`config.mk`:
```
export PLATFORM = sky130hd
export DESIGN_NAME = mod_counter
export DESIGN_NICKNAME = d
export VERILOG_FILES = /design/src/rtl/mod_counter_pkg.sv /design/src/rtl/mod_counter_prescaler.sv /design/src/rtl/mod_counter.sv
export SDC_FILE = /design/constraint.sdc
export NUM_CORES = 1
export LEC_CHECK = 0
export CORE_AREA = 4 4 41 43
export DETAILED_ROUTE_END_ITERATION = 10
export DIE_AREA = 0 0 45 47
export PLACE_DENSITY_LB_ADDON = 0.15
export SLEW_MARGIN = 40
export SYNTH_ARGS = -nofsm -noshare
export SYNTH_HDL_FRONTEND = slang
export SYNTH_SLANG_ARGS = --single-unit
```
`constraint.sdc`:
```
create_clock -name clk_i -period 4.15 [get_ports clk_i]
set_input_delay 0.83 -clock clk_i [delete_from_list [all_inputs] [get_ports clk_i]]
set_output_delay 0.83 -clock clk_i [all_outputs]
set_load 0.1 [all_outputs]
```
`src/rtl/mod_counter_pkg.sv`:
```
// Package: mod_counter_pkg
// Shared types and helpers for the modulo-N up/down counter.
//   cnt_op_e    : the operation the counter performs on a given edge
//   clamp_load(): the largest legal count for a given modulus. Loads above
//                 this value are clamped to it.
package mod_counter_pkg;

  typedef enum logic [1:0] {
    CNT_HOLD = 2'd0,
    CNT_CLR  = 2'd1,
    CNT_LOAD = 2'd2,
    CNT_STEP = 2'd3
  } cnt_op_e;

  // Largest count value in the range 0..modulus-1.
  function automatic int unsigned clamp_load(input int unsigned modulus);
    return modulus - 1;
  endfunction

endpackage

```
`src/rtl/mod_counter_prescaler.sv`:
```
// Module: mod_counter_prescaler
// Tick generator. It counts enabled cycles 0..PRESCALE-1 and raises tick_o
// during the enabled cycle where the count sits at PRESCALE-1. On that same
// cycle the count returns to 0. A disabled cycle holds the count.
// Ports:
//   clk_i   in  clock, rising edge
//   rst_ni  in  asynchronous reset, active-low
//   clr_i   in  synchronous return of the count to 0 (has priority over en_i)
//   en_i    in  count enable
//   tick_o  out combinational: en_i && count == PRESCALE-1
module mod_counter_prescaler #(
  parameter int PRESCALE = 4
) (
  input  logic clk_i,
  input  logic rst_ni,
  input  logic clr_i,
  input  logic en_i,
  output logic tick_o
);

  // Keep at least one bit so that PRESCALE=1 still elaborates.
  localparam int PW = (PRESCALE > 1) ? $clog2(PRESCALE) : 1;
  localparam logic [PW-1:0] PMAX = PW'(PRESCALE - 1);

  logic [PW-1:0] pcnt;

  assign tick_o = en_i && (pcnt == PMAX);

  always_ff @(posedge clk_i or negedge rst_ni) begin
    if (!rst_ni)      pcnt <= '0;
    else if (clr_i)   pcnt <= '0;
    else if (tick_o)  pcnt <= '0;
    else if (en_i)    pcnt <= pcnt + 1'b1;
  end

endmodule

```
`src/rtl/mod_counter.sv`:
```
// Module: mod_counter
// Parametrised modulo-N up/down counter. It supports enable, direction,
// synchronous clear, parallel load with clamp, and wrap or saturate at the
// boundary. A registered terminal-count pulse marks boundary steps.
// Optional feature: define MOD_COUNTER_PRESCALE_EN to insert a prescaler. The
// counter then steps only once every PRESCALE enabled cycles.
// Ports:
//   clk_i       in  clock, rising edge
//   rst_ni      in  asynchronous reset, active-low
//   clr_i       in  synchronous clear (highest priority)
//   load_i      in  synchronous load of load_val_i (clamped to MODULUS-1)
//   load_val_i  in  load value, WIDTH bits
//   en_i        in  count enable
//   up_i        in  1: count up, 0: count down
//   cnt_o       out registered count, always within 0..MODULUS-1
//   tc_o        out registered pulse, high after each boundary step
//   at_max_o    out combinational, cnt_o == MODULUS-1
module mod_counter
  import mod_counter_pkg::*;
#(
  parameter int WIDTH    = 3,
  parameter int MODULUS  = 2**WIDTH,
  parameter int SATURATE = 0,
  parameter int PRESCALE = 4
) (
  input  logic             clk_i,
  input  logic             rst_ni,
  input  logic             clr_i,
  input  logic             load_i,
  input  logic [WIDTH-1:0] load_val_i,
  input  logic             en_i,
  input  logic             up_i,
  output logic [WIDTH-1:0] cnt_o,
  output logic             tc_o,
  output logic             at_max_o
);

  // Catch illegal parameter sets at elaboration time.
  if (WIDTH < 1 || MODULUS < 2 || MODULUS > 2**WIDTH || PRESCALE < 1) begin : g_param_err
    $error("mod_counter: illegal parameter combination");
  end

  // The arithmetic uses one extra bit. With MODULUS == 2**WIDTH, the bound
  // and the +1 step then fit without a wrap special case.
  localparam logic [WIDTH:0] MAXV = (WIDTH+1)'(clamp_load(MODULUS));

  logic [WIDTH-1:0] cnt_q;
  logic [WIDTH-1:0] cnt_nxt;
  logic             tc_q;
  logic             tc_nxt;
  logic             step;
  logic [WIDTH:0]   cnt_ext;
  logic [WIDTH:0]   ld_ext;
  cnt_op_e          op;

`ifdef MOD_COUNTER_PRESCALE_EN
  // Clear and load both restart the prescale period.
  mod_counter_prescaler #(
    .PRESCALE (PRESCALE)
  ) u_presc (
    .clk_i  (clk_i),
    .rst_ni (rst_ni),
    .clr_i  (clr_i | load_i),
    .en_i   (en_i),
    .tick_o (step)
  );
`else
  assign step = en_i;
`endif

  assign cnt_ext = {1'b0, cnt_q};
  assign ld_ext  = {1'b0, load_val_i};

  always_comb begin
    op = CNT_HOLD;
    if (clr_i)       op = CNT_CLR;
    else if (load_i) op = CNT_LOAD;
    else if (step)   op = CNT_STEP;
  end

  always_comb begin
    cnt_nxt = cnt_q;
    tc_nxt  = 1'b0;
    case (op)
      CNT_CLR:  cnt_nxt = '0;
      CNT_LOAD: cnt_nxt = (ld_ext > MAXV) ? WIDTH'(MAXV) : load_val_i;
      CNT_STEP: begin
        if (up_i) begin
          if (cnt_ext == MAXV) begin
            tc_nxt  = 1'b1;
            cnt_nxt = (SATURATE != 0) ? WIDTH'(MAXV) : '0;
          end else begin
            cnt_nxt = WIDTH'(cnt_ext + 1'b1);
          end
        end else begin
          if (cnt_q == '0) begin
            tc_nxt  = 1'b1;
            cnt_nxt = (SATURATE != 0) ? '0 : WIDTH'(MAXV);
          end else begin
            cnt_nxt = WIDTH'(cnt_ext - 1'b1);
          end
        end
      end
      default: ;
    endcase
  end

  always_ff @(posedge clk_i or negedge rst_ni) begin
    if (!rst_ni) begin
      cnt_q <= '0;
      tc_q  <= 1'b0;
    end else begin
      cnt_q <= cnt_nxt;
      tc_q  <= tc_nxt;
    end
  end

  assign cnt_o    = cnt_q;
  assign tc_o     = tc_q;
  assign at_max_o = (cnt_ext == MAXV);

endmodule

```
==> impl_metrics.py <==
metrics = {
    "critical_path": {
        "timing.critical_path.from_type": "register",
        "setup.reg_to_reg.worst_slack_ns": 2.69,
        "r2r_endpoint": "cnt_o[0]$_DFFE_PN0P_",
        "worst_path_arrival_ns": 1.45,
        "worstReg2RegStart": "cnt_o[0]$_DFFE_PN0P_",
        "critical_setup_path_class": "register to primary output",
        "critPathCaptureType": "primary output",
        "critical_path_peak_fanout": 5,
        "reg2regPathDepth": 5,
        "critPathRequiredTime_ns": 3.32,
        "crit_start": "cnt_o[0]$_DFFE_PN0P_",
    },
    "sta": {
        "fin_crit_ns": 2.28,
        "worst_slew_margin_rel": 0.678,
        "finalClockSkew_ns": 0.000376,
        "maxClockFrequency_ghz": 0.438,
        "max_slew.worst_pin.slew_ns": 0.486,
        "finalHoldViolCount": 0,
        "final-setup-viol-count": 0,
        "totalNegativeSetupSlack_ns": 0,
        "fin_crit_sh": 0.550,
        "unrepaired_setup_endpoints_after_global_routing": "false",
        "timing_max_transition_violations_final": 0,
    },
    "synth": {
        "top_count_cell_post_synth": "sky130_fd_sc_hd__a21oi_1",
        "yosys_register_bits": 4,
        "synthDominantCellAreaShare": 0.336,
        "synth_top_family_by_area": "simple AND/OR/NAND/NOR gates",
        "netlist_area_before_placement_um2": 298,
        "synth_top_cells_by_area": "sky130_fd_sc_hd__dfrtp_1 34%, sky130_fd_sc_hd__ha_1 17%, sky130_fd_sc_hd__a21oi_1 12%",
        "synth.distinct_cells": 15,
        "postSynth.asyncResetShare": 1.00,
        "syn_inst": 32,
        "yosys-mux-area-fraction": 0,
        "synth-main-ff-cell": "sky130_fd_sc_hd__dfrtp_1",
        "yosysWarnings": 0,
        "share_of_the_yosys_chip_area_belonging_to_registers": 0.336,
        "complex_gate_fraction_of_the_synthesized_area": 0.231,
        "synth_adder_area_share": 0.168,
        "post_synth_and_or_nand_nor_area_fraction": 0.239,
        "synth_area_per_cell_um2": 9.31,
        "synth-xor-area-share": 0,
        "synth_enable_flop_cells": 0,
        "postSynthNetCount": 45,
        "synth.largest_area_cell": "sky130_fd_sc_hd__dfrtp_1",
        "top_post_synthesis_cells_by_count": "7 x sky130_fd_sc_hd__a21oi_1, 4 x sky130_fd_sc_hd__dfrtp_1, 4 x sky130_fd_sc_hd__ha_1",
    },
    "run": {
        "max-cap-violations": 0,
    },
    "hold_path": {
        "worstHoldStart": "cnt_o[0]$_DFFE_PN0P_",
        "hold_depth": 2,
        "hold_class": "register to register",
        "min_delay_worst_endpoint": "cnt_o[0]$_DFFE_PN0P_",
    },
    "layout": {
        "n_antenna_cell": 0,
        "layout.nets": 63,
        "area_delta_synth_final_pct": 49.2,
        "post_route_cells_drive_above_1_share": 0.208,
        "fin_util": 0.341,
    },
    "placed_design": {
        "gp_congestion": 0.700,
        "portBuffers": 13,
        "dpl.hpwl_um": 633,
    },
    "floorplan": {
        "fp.dieArea_mm2": 0.00212,
        "ioPinCount": 14,
        "fp.dieH_um": 47,
        "initial_core_util": 0.229,
        "core_mm2": 0.00130,
        "row_count": 13,
        "chipWidth_um": 45,
    },
    "grt": {
        "grtUsageTotal": 0.0840,
        "grt_pass1_wl_um": 1220,
        "antenna_violations_before_repair": 0,
        "first_global_vias": 293,
        "grt_max_degree": 9,
        "leftover_overflow_at_the_end_of_global_routing": 0,
    },
    "power_and_ir_drop": {
        "ir_worst_vdd_v": 0.0000869,
        "cellLeakagePower_nw": 0.200,
        "p_per_area_mw_per_mm2": 327,
    },
    "drt": {
        "routed_via_density": 4.73,
        "postRouteWirelength_um": 743,
        "post-route-drc-count": 0,
        "dr.pass1.iters": 3,
        "detailroute.via_count": 298,
        "drt.antenna.violating_nets": 0,
        "dr_wl_cell_um": 11.8,
        "detailedRoute.firstIterationViolations": 1,
    },
    "clock_tree": {
        "post-cts-setup-buffers": 0,
        "tritoncts": "built",
        "clock_sink_count": 4,
        "cts_hold_buffers": 0,
        "clockBufferDepth": 2,
        "cts_repair_resize_count": 0,
        "h-tree-depth": 1,
        "clockRootBuffer": "sky130_fd_sc_hd__clkbuf_4",
        "clk-insertion-delay-late_ns": 0.24,
        "clk_transition_reported_paths_ns": 0.04,
        "cts_inserted_buffers": 3,
    },
    "run_status": {
        "status": "complete, no violations",
    },
}
-- routing by layer --
layer | vias up | share of wire | track usage
met2 | 10 | 0.48 | 0.130
met3 | 2 | 0.098 | 0.0268
met5 | - | 0 | 0
met4 | 0 | 0.023 | 0.0702
li1 | 153 | - | -
met1 | 133 | 0.40 | 0.0940
-- where the power goes --
part | leakage (nW) | internal (mW) | total (mW) | switching, mW
combinational | 0.133 | 0.0180 | 0.0514 | 0.0335
clock | 0.0138 | 0.0324 | 0.0486 | 0.0163
sequential | 0.0530 | 0.0418 | 0.0452 | 0.00338
-- worst max path at each step --
stage                      endpoint  depth (start not counted)
2_1_floorplan              at_max_o                          2
3_3_place_gp               at_max_o                          3
3_5_place_dp   cnt_o[0]$_DFFE_PN0P_                          4
4_1_cts                    at_max_o                          3
5_1_grt                    at_max_o                          3
6_report                   at_max_o                          3
-- worst max-delay path, cell delays in order, from the launching register on --
cell and delay (ns):
sky130_fd_sc_hd__dfrtp_1 0.41, sky130_fd_sc_hd__ha_1 0.19, sky130_fd_sc_hd__ha_1 0.18, sky130_fd_sc_hd__buf_2 0.43
-- cell type report --
cell class	count	area, µm²
Tap cell	15	18.8
Inverter	2	7.51
Multi-Input combinational cell	26	190
Clock buffer	3	22.5
Fill cell	154	857
Sequential cell	4	100
Timing Repair Buffer	13	105
-- cell usage in the layout (no fill, tap or decap), drive strengths merged --
cell type	synthesis	final
a21oi	7	7
a22oi	1	1
buf	0	5
clkbuf	0	3
clkdlybuf4s50	0	8
dfrtp	4	4
ha	4	4
inv	2	2
nand2	2	2
nand2b	1	1
nor2	1	1
nor2b	2	2
nor3b	2	2
nor4	1	1
o2bb2ai	2	2
o32ai	1	1
or3b	2	2
-- logic make-up after synthesis --
kind of cell    after synthesis
flops                         4
fa+ha+maj                     4
simple gates                 11
compound gates               11
buf+inv                       2
-- flip-flops by register name, indices dropped and copies added, names as in the netlist --
register  flops
tc_o          1
cnt_o         3
-- metrics by stage --
step	cell area [µm²]	hold WS, ns	power (mW)	instances	worst slack (ns)
5_1_grt	444	0.685	0.152	63	1.79
6_report	444	0.652	0.145	63	1.87
3_5_place_dp	422	0.661	0.0975	60	1.94
2_1_floorplan	298	0.534	0.0803	32	1.28
4_1_cts	444	0.670	0.148	63	1.84
3_3_place_gp	447	0.607	0.0996	60	1.44
Note: power is estimated with default switching activity, not from simulation.
